<file path="config.mk">
export PLATFORM = sky130hd
export DESIGN_NAME = dtime_debounce
export DESIGN_NICKNAME = d
export VERILOG_FILES = /design/src/rtl/delay_pkg.sv /design/src/rtl/sync_ff.sv /design/src/rtl/dtime_debounce.sv
export SDC_FILE = /design/constraint.sdc
export NUM_CORES = 1
export LEC_CHECK = 0
export ABC_AREA = 1
export BUFFER_PORTS_ARGS = -buffer_cell sky130_fd_sc_hd__clkbuf_2
export CAP_MARGIN = 20
export CORE_MARGIN = 2
export CORE_UTILIZATION = 40
export CTS_CLUSTER_DIAMETER = 60
export DETAILED_ROUTE_END_ITERATION = 6
export SLEW_MARGIN = 30
export SYNTH_ARGS = -nofsm -noshare
export SYNTH_HDL_FRONTEND = slang
export SYNTH_HIERARCHICAL = 1
export SYNTH_SLANG_ARGS = --single-unit
</file>
<file path="constraint.sdc">
create_clock -name clk -period 1.65 [get_ports clk]
set_clock_uncertainty 0.05 [all_clocks]
set_input_delay 0.33 -clock clk [delete_from_list [all_inputs] [get_ports clk]]
set_output_delay 0.33 -clock clk [all_outputs]
set_load 0.02 [all_outputs]
</file>
<file path="src/rtl/delay_pkg.sv">
// Shared definitions for the delay-time switch path and the delay core.
package delay_pkg;

    // Width of the delay-time switch code.
    localparam int unsigned DTIME_W = 4;

    // Debounce FSM states.
    typedef enum logic {
        STABLE,
        SETTLING
    } db_state_t;

    // Gray code to binary index: idx[W-1] = g[W-1]; idx[i] = idx[i+1] ^ g[i].
    function automatic logic [DTIME_W-1:0] gray2bin(input logic [DTIME_W-1:0] g);
        logic [DTIME_W-1:0] idx;
        idx[DTIME_W-1] = g[DTIME_W-1];
        for (int i = int'(DTIME_W) - 2; i >= 0; i--) begin
            idx[i] = idx[i+1] ^ g[i];
        end
        return idx;
    endfunction

endpackage

</file>
<file path="src/rtl/sync_ff.sv">
// Per-bit flop-chain synchroniser with an asynchronous, active-high reset value.
// The output is the last stage; no logic sits between stages.
module sync_ff #(
    parameter int unsigned     WIDTH     = 1,
    parameter int unsigned     DEPTH     = 2,
    parameter logic [WIDTH-1:0] RESET_VAL = '0
) (
    input  logic             clk,
    input  logic             rst,
    input  logic [WIDTH-1:0] d,
    output logic [WIDTH-1:0] q
);

    logic [WIDTH-1:0] stage_q [DEPTH];

    // Shift the raw input through DEPTH flops.
    always_ff @(posedge clk or posedge rst) begin
        if (rst) begin
            for (int i = 0; i < int'(DEPTH); i++) begin
                stage_q[i] <= RESET_VAL;
            end
        end else begin
            stage_q[0] <= d;
            for (int i = 1; i < int'(DEPTH); i++) begin
                stage_q[i] <= stage_q[i-1];
            end
        end
    end

    assign q = stage_q[DEPTH-1];

endmodule

</file>
<file path="src/rtl/dtime_debounce.sv">
// Debouncer for the Gray-coded delay-time rotary switch. A code is published
// on dtime/dtime_idx only after it has been seen unchanged for DB_CYCLES
// consecutive cycles; bounces back to the current code abandon the candidate.
// WIDTH must equal DTIME_W (gray2bin is fixed width), SYNC_STAGES >= 2,
// DB_CYCLES >= 2 and 2**CNT_W > DB_CYCLES.
module dtime_debounce
    import delay_pkg::*;
#(
    parameter int unsigned      WIDTH       = DTIME_W,
    parameter int unsigned      SYNC_STAGES = 2,
    parameter int unsigned      DB_CYCLES   = 65536,
    parameter int unsigned      CNT_W       = 17,
    parameter logic [WIDTH-1:0] RESET_CODE  = '0
) (
    input  logic             clk,
    input  logic             rst,
    input  logic [WIDTH-1:0] sw_in,
    output logic [WIDTH-1:0] dtime,
    output logic [WIDTH-1:0] dtime_idx,
    output logic             changed,
    output logic             settling
);

    localparam logic [CNT_W-1:0] CNT_LAST  = CNT_W'(DB_CYCLES - 1);
    localparam logic [WIDTH-1:0] RESET_IDX = gray2bin(RESET_CODE);

    logic [WIDTH-1:0] sync;

    db_state_t        state_q, state_d;
    logic [WIDTH-1:0] cand_q, cand_d;
    logic [CNT_W-1:0] cnt_q, cnt_d;
    logic [WIDTH-1:0] dtime_q, dtime_d;
    logic [WIDTH-1:0] idx_q, idx_d;
    logic             changed_q, changed_d;

    sync_ff #(
        .WIDTH     (WIDTH),
        .DEPTH     (SYNC_STAGES),
        .RESET_VAL (RESET_CODE)
    ) u_sync (
        .clk (clk),
        .rst (rst),
        .d   (sw_in),
        .q   (sync)
    );

    // Next-state: track a candidate, time it, commit or abandon it.
    always_comb begin
        state_d   = state_q;
        cand_d    = cand_q;
        cnt_d     = cnt_q;
        dtime_d   = dtime_q;
        idx_d     = idx_q;
        changed_d = 1'b0;
        unique case (state_q)
            STABLE: begin
                if (sync != dtime_q) begin
                    cand_d  = sync;
                    cnt_d   = '0;
                    state_d = SETTLING;
                end
            end
            SETTLING: begin
                if (sync == dtime_q) begin
                    // Bounced back to the published code: drop the candidate.
                    state_d = STABLE;
                end else if (sync != cand_q) begin
                    // A different code appeared mid-rotation: restart timing.
                    cand_d = sync;
                    cnt_d  = '0;
                end else if (cnt_q == CNT_LAST) begin
                    dtime_d   = cand_q;
                    idx_d     = gray2bin(cand_q);
                    changed_d = 1'b1;
                    cnt_d     = '0;
                    state_d   = STABLE;
                end else begin
                    cnt_d = cnt_q + CNT_W'(1);
                end
            end
            default: state_d = STABLE;
        endcase
    end

    // State and output registers; reset abandons any candidate silently.
    always_ff @(posedge clk or posedge rst) begin
        if (rst) begin
            state_q   <= STABLE;
            cand_q    <= RESET_CODE;
            cnt_q     <= '0;
            dtime_q   <= RESET_CODE;
            idx_q     <= RESET_IDX;
            changed_q <= 1'b0;
        end else begin
            state_q   <= state_d;
            cand_q    <= cand_d;
            cnt_q     <= cnt_d;
            dtime_q   <= dtime_d;
            idx_q     <= idx_d;
            changed_q <= changed_d;
        end
    end

    assign dtime     = dtime_q;
    assign dtime_idx = idx_q;
    assign changed   = changed_q;
    assign settling  = (state_q == SETTLING);

endmodule

</file>
After elaboration in Yosys (flattened, before gate mapping)
Index checks and enable logic that the tools add are counted.
{"block": "op_classes", "eq_ne": 7, "n_addsub": 1, "mux": 18, "bitwise": 6, "reduce_logical": 3}
{"operator": "2-to-1 mux 17 bit", "n": 4}
{"operator": "case mux 17 bit (2 select lines)", "n": 1}
{"operator": "adder 17 x 1 -> 17 bit (second input constant)", "n": 1}
{"operator": "== test 17 x 16 -> 1 bit (second input constant)", "n": 1}
{"operator": "2-to-1 mux 4 bit", "n": 3}
{"operator": "2-to-1 mux 1 bit", "n": 8}
{"operator": "inequality test 4 bit", "n": 2}
{"operator": "case mux 4 bit (2 select lines)", "n": 1}
{"operator": "== test 4 bit", "n": 1}
{"operator": "inequality test 2 bit (second input constant)", "n": 2}
{"operator": "AND reduction 4 bit", "n": 1}
{"operator": "inverter 1 bit", "n": 3}
{"operator": "AND reduction 3 bit", "n": 1}
{"operator": "XOR 1 bit", "n": 3}
{"operator": "inequality test 2 x 1 -> 1 bit (second input constant)", "n": 1}
{"operator": "case mux 1 bit (2 select lines)", "n": 1}
{"operator": "AND reduction 2 bit", "n": 1}
{"block": "word_totals", "out_inout_bits": 10, "wordCells": 43, "regBits": 39}

Depth between registers and ports, before layout
{"block": "depth", "word_depth": 5, "mapped_depth": 12, "mapped_depth_nobuf": 11}

Modules after synthesis
Netlist, hierarchy kept.
{"mod": "dtime_debounce", "n_inst": 1, "seq_area_each_um2": 750.7, "area_each_um2": 1681.6, "cells_each": 233}
{"mod": "sync_ff", "n_inst": 1, "seq_area_each_um2": 200.2, "area_each_um2": 234.0, "cells_each": 13}

Least setup slack after synthesis
No wires, ideal clock.
{"block": "synth_timing", "path_kind": "flip-flop to flip-flop", "start": "reg cnt_q[1]", "end": "reg cnt_q[5]", "period_less_slack_ps": 1498, "n_path_buf": 0, "stages_incl_launch_ff": 9, "setup_time_ps": 124, "slack_ps": 152, "t_arrival_ps": 1323, "path_cell_list": "dfrtp_1 > ha_1 > nand3_1 > nor3_4 > nand3b_4 > nand2_1 > nand2_2 > inv_2 > nor3_1"}
{"block": "synth_between", "elab_chain_len": 5, "elab_cells_between_ends": 6}
{"element": "from (decl)", "line": "dtime_debounce.sv:31", "rtl": "logic [CNT_W-1:0] cnt_q, cnt_d;"}
{"element": "from (signal assigned)", "line": "dtime_debounce.sv:97", "rtl": "cnt_q <= cnt_d;"}
{"element": "adder 17 x 1 -> 17 bit or == test 17 x 16 -> 1 bit (tied branches)", "line": "dtime_debounce.sv:78, dtime_debounce.sv:71"}
{"element": "2-to-1 mux 17 bit *", "line": "dtime_debounce.sv:71", "rtl": "end else if (cnt_q == CNT_LAST) begin"}
{"element": "2-to-1 mux 17 bit *", "line": "dtime_debounce.sv:67", "rtl": "end else if (sync != cand_q) begin"}
{"element": "2-to-1 mux 17 bit *", "line": "dtime_debounce.sv:64", "rtl": "if (sync == dtime_q) begin"}
{"element": "case mux 17 bit (2 select lines) *", "line": "dtime_debounce.sv:55", "rtl": "unique case (state_q)"}
Every way passes the cells marked *; elsewhere a longest branch is shown, timed or not. The select of a mux whose other input is x is not followed.
A chain may end at the register's enable or synchronous reset.

Worst setup path in the final report
{"block": "layout_timing", "start": "reg cand_q[0]", "end": "reg dtime_q[3] (netlist: dtime[3])"}
{"block": "layout_between", "elab_chain_len": 3}
{"element": "from (decl)", "line": "dtime_debounce.sv:30", "rtl": "logic [WIDTH-1:0] cand_q, cand_d;"}
{"element": "from (signal assigned)", "line": "dtime_debounce.sv:96", "rtl": "cand_q <= cand_d;"}
{"element": "inequality test 4 bit", "line": "dtime_debounce.sv:67"}
{"element": "inverter 1 bit (no line)"}
{"element": "AND reduction 4 bit (no line)"}
{"element": "to (signal assigned)", "line": "dtime_debounce.sv:98", "rtl": "dtime_q <= dtime_d;"}
{"element": "to (decl)", "line": "dtime_debounce.sv:32", "rtl": "logic [WIDTH-1:0] dtime_q, dtime_d;"}
No other way between the ends.

==> impl_metrics.ini <==
[run_status]
outcome = complete, no violations

[drt]
vias = 1647
drt_iter0_drc = 87
avgRoutedWirePerCell_um = 12.11
via_per_inst = 4.774
ant_nets = 0
drt_pass1_iterations = 4
drc = 0
routed_wl_um = 4179

[clocking]
clkTransAtPathRegs_ns = 0.08
clockRootBuffer = clkbuf_8
clk_latency_ns = 0.30
cts_tree = done
clk_path_buf_depth = 2
clock-sinks = 38
cts_buffers = 5
h-tree-depth = 2

[pwr]
p_per_area_nw_per_um2 = 756.6
total_leakage_power_nw = 1.241
ir_worst_vdd_mv = 0.5211

[die]
start_util_pct = 41.10
fp.dieH_um = 73.20
die_width_um = 73.20
core.rowCount = 25
io_pins = 16
die-area_um2 = 5358
core_area_um2 = 4661

[logic_synthesis]
synth-compound-area-share_pct = 3.396
syn_inst = 246
synth_area_leaders = dfrtp_1 (50%), nand2_1 (16%), nor2_1 (6.7%)
ys_seq_area_share_pct = 49.64
yosys.area_share.simple_pct = 35.66
synthMuxAreaShare_pct = 0
ys_types = 23
synth_top_area_share_pct = 49.64
syn_area_per_cell_um2 = 7.787
yosys_warnings = 6
synth-xor-area-share_pct = 2.743
synth_top_family_by_area = simple AND/OR/NAND/NOR gates
synth-seq-cells = 38
synth_fa_ha_area_share_pct = 0.6532
syn-num-nets = 253
async_flop_share_pct = 100.0
netlist_area_um2 = 1916
synth.largest_area_cell = dfrtp_1
synth_edf_count = 0
synth_flop_cell = dfrtp_1

[timing]
rsz0062_at_grt = true
finalCritPeriodShare_pct = 99.63
setup_violations = 0
finalHoldViolCount = 0
worstMarginPinSlew_ns = 0.3991
relSlewSlack_pct = 73.40
hold_ws_ns = 0.08956
fmax_mhz = 608.3
maxSlewViolCount = 0
fin_crit_ns = 1.644

[hold_path]
hp-class = input port to register

[placed_design]
hpwl_um = 2739
gp_congestion = 0.8158
portBuffers = 15

[layout]
areaGrowthSynthToFinish_pct = 26.13
post-route-util_pct = 51.84
num_antenna_cells = 0
drive_gt1_share_pct = 27.49
final_nets = 298

[grt]
grt_pass1_wl_um = 6472
grt_max_degree = 31
grt_pass1_vias = 1452
track_usage_pct = 16.10
grt_antenna_before_repair = 0
grt-ovfl-total = 0

[setup_path]
start_kind = register
crit_type = register to register
worstPathArrival_ns = 1.83
r2r_slack_ns = 0.006
critPathRequiredTime_ns = 1.83
endpoint_kind = register
crit_fanout = 6

[flow_run]
drv_cap = 0
[placed cells by master, fill, tap and decap left out, drive strengths merged]
| cell | count |
|---|---|
| dfrtp | 38 |
| nand2 | 90 |
| nand3b | 2 |
| o21ai | 9 |
| nand4 | 8 |
| clkinv | 2 |
| nor3 | 5 |
| ha | 1 |
| buf | 27 |
| nor2 | 35 |
| a21oi | 4 |
| inv | 29 |
| or2 | 2 |
| xnor2 | 2 |
| dlygate4sd3 | 1 |
| nand3 | 12 |
| xor2 | 4 |
| clkbuf | 20 |
[state kept, by name, indices dropped and copies added (netlist names)]
name            cells
u_sync/q            4
u_sync/stage_q      4
changed             1
cand_q              4
dtime               4
settling            1
cnt_q              17
dtime_idx           3
[worst paths after layout]
kind / startpoint / endpoint / depth (start not counted)
hold / removal: sw_in[2] / u_sync/stage_q[6]$_DFF_PP0_ / 1
max in group asynchronous: rst / cand_q[0]$_DFFE_PP0P_ / 4
setup reg to reg: cand_q[0]$_DFFE_PP0P_ / dtime[3]$_DFFE_PP0P_ / 8
min in group asynchronous: rst / u_sync/q[1]$_DFF_PP0_ / 3
setup / recovery: cand_q[0]$_DFFE_PP0P_ / dtime[3]$_DFFE_PP0P_ / 8
hold reg to reg: u_sync/stage_q[7]$_DFF_PP0_ / u_sync/q[3]$_DFF_PP0_ / 0
[through the flow]
step	instance area, um^2	std cells	setup WS (ns)	TNS [ns]	total power, W
after floorplan	1916	246	0.1524	0	0.001130
after global placement	2098	320	-0.003751	-0.006309	0.001174
after detailed placement	2098	320	-0.03784	-0.2546	0.001177
after CTS	2205	329	-0.01947	-0.04676	0.001794
after global routing	2416	345	-0.08664	-0.5359	0.001922
final	2416	345	0.006114	0	0.001828
[cell type report]
type | instances | area (um^2)
fillers | 429 | 2245
inverters | 29 | 116.4
clock buffers | 5 | 68.82
flip-flops and latches | 38 | 952.2
repair buffers | 43 | 292.8
multi-input cells | 174 | 908.4
clock inverters | 2 | 10.01
well taps | 54 | 67.56
[synth_stat cells (all sizes together), types with 4 or more instances]
| cell | n |
|---|---|
| nand4 | 8 |
| nor3 | 5 |
| nor2 | 35 |
| dfrtp | 38 |
| nand2 | 89 |
| a21oi | 4 |
| nand3 | 12 |
| inv | 29 |
| o21ai | 9 |
| xor2 | 4 |
| buf | 6 |
[where the power goes]
| group | switching, W | internal, W |
|---|---|---|
| Combinational | 0.000146 | 0.0000919 |
| Sequential | 0.0000260 | 0.000958 |
| Clock | 0.000323 | 0.000283 |
[metal layers]
layer / vias up / GRT usage [%] / part of all wire [%]
met3: 12 / 4.420 / 4.9
li1: 853 / - / -
met5: - / 0 / 0
met4: 0 / 7.613 / 2.4
met2: 35 / 23.52 / 46
met1: 747 / 22.05 / 47
[worst max-delay path, cell delays in order (launching register included)]
cell and delay, ns:
dfrtp_2 0.41, inv_1 0.07, nand2_1 0.08, nand2_1 0.09
nor2_2 0.15, nand4_1 0.20, nor3_4 0.35, nand2_1 0.11
nand2_2 0.08
[logic make-up (layout without fill, tap and decap cells)]
logic type / after synthesis / in the layout
AOI/OAI and AO/OA: 13 / 13
and+or+nand+nor: 153 / 154
DFF: 38 / 38
adders and majority gates: 1 / 1
xor gates and xnor gates: 6 / 6
buffers and inverters: 35 / 79
[repair_timing]
action | in CTS | in global routing
gates cloned | 0 | 2
gates resized for setup | 3 | 27
hold buffers | 1 | 0
endpoints found under the setup margin | 9 | 27
setup buffers | 1 | 14
pin swaps | 1 | 15
endpoints found under the hold margin | 8 | 0
No activity file was read; power rests on OpenSTA's default activity.
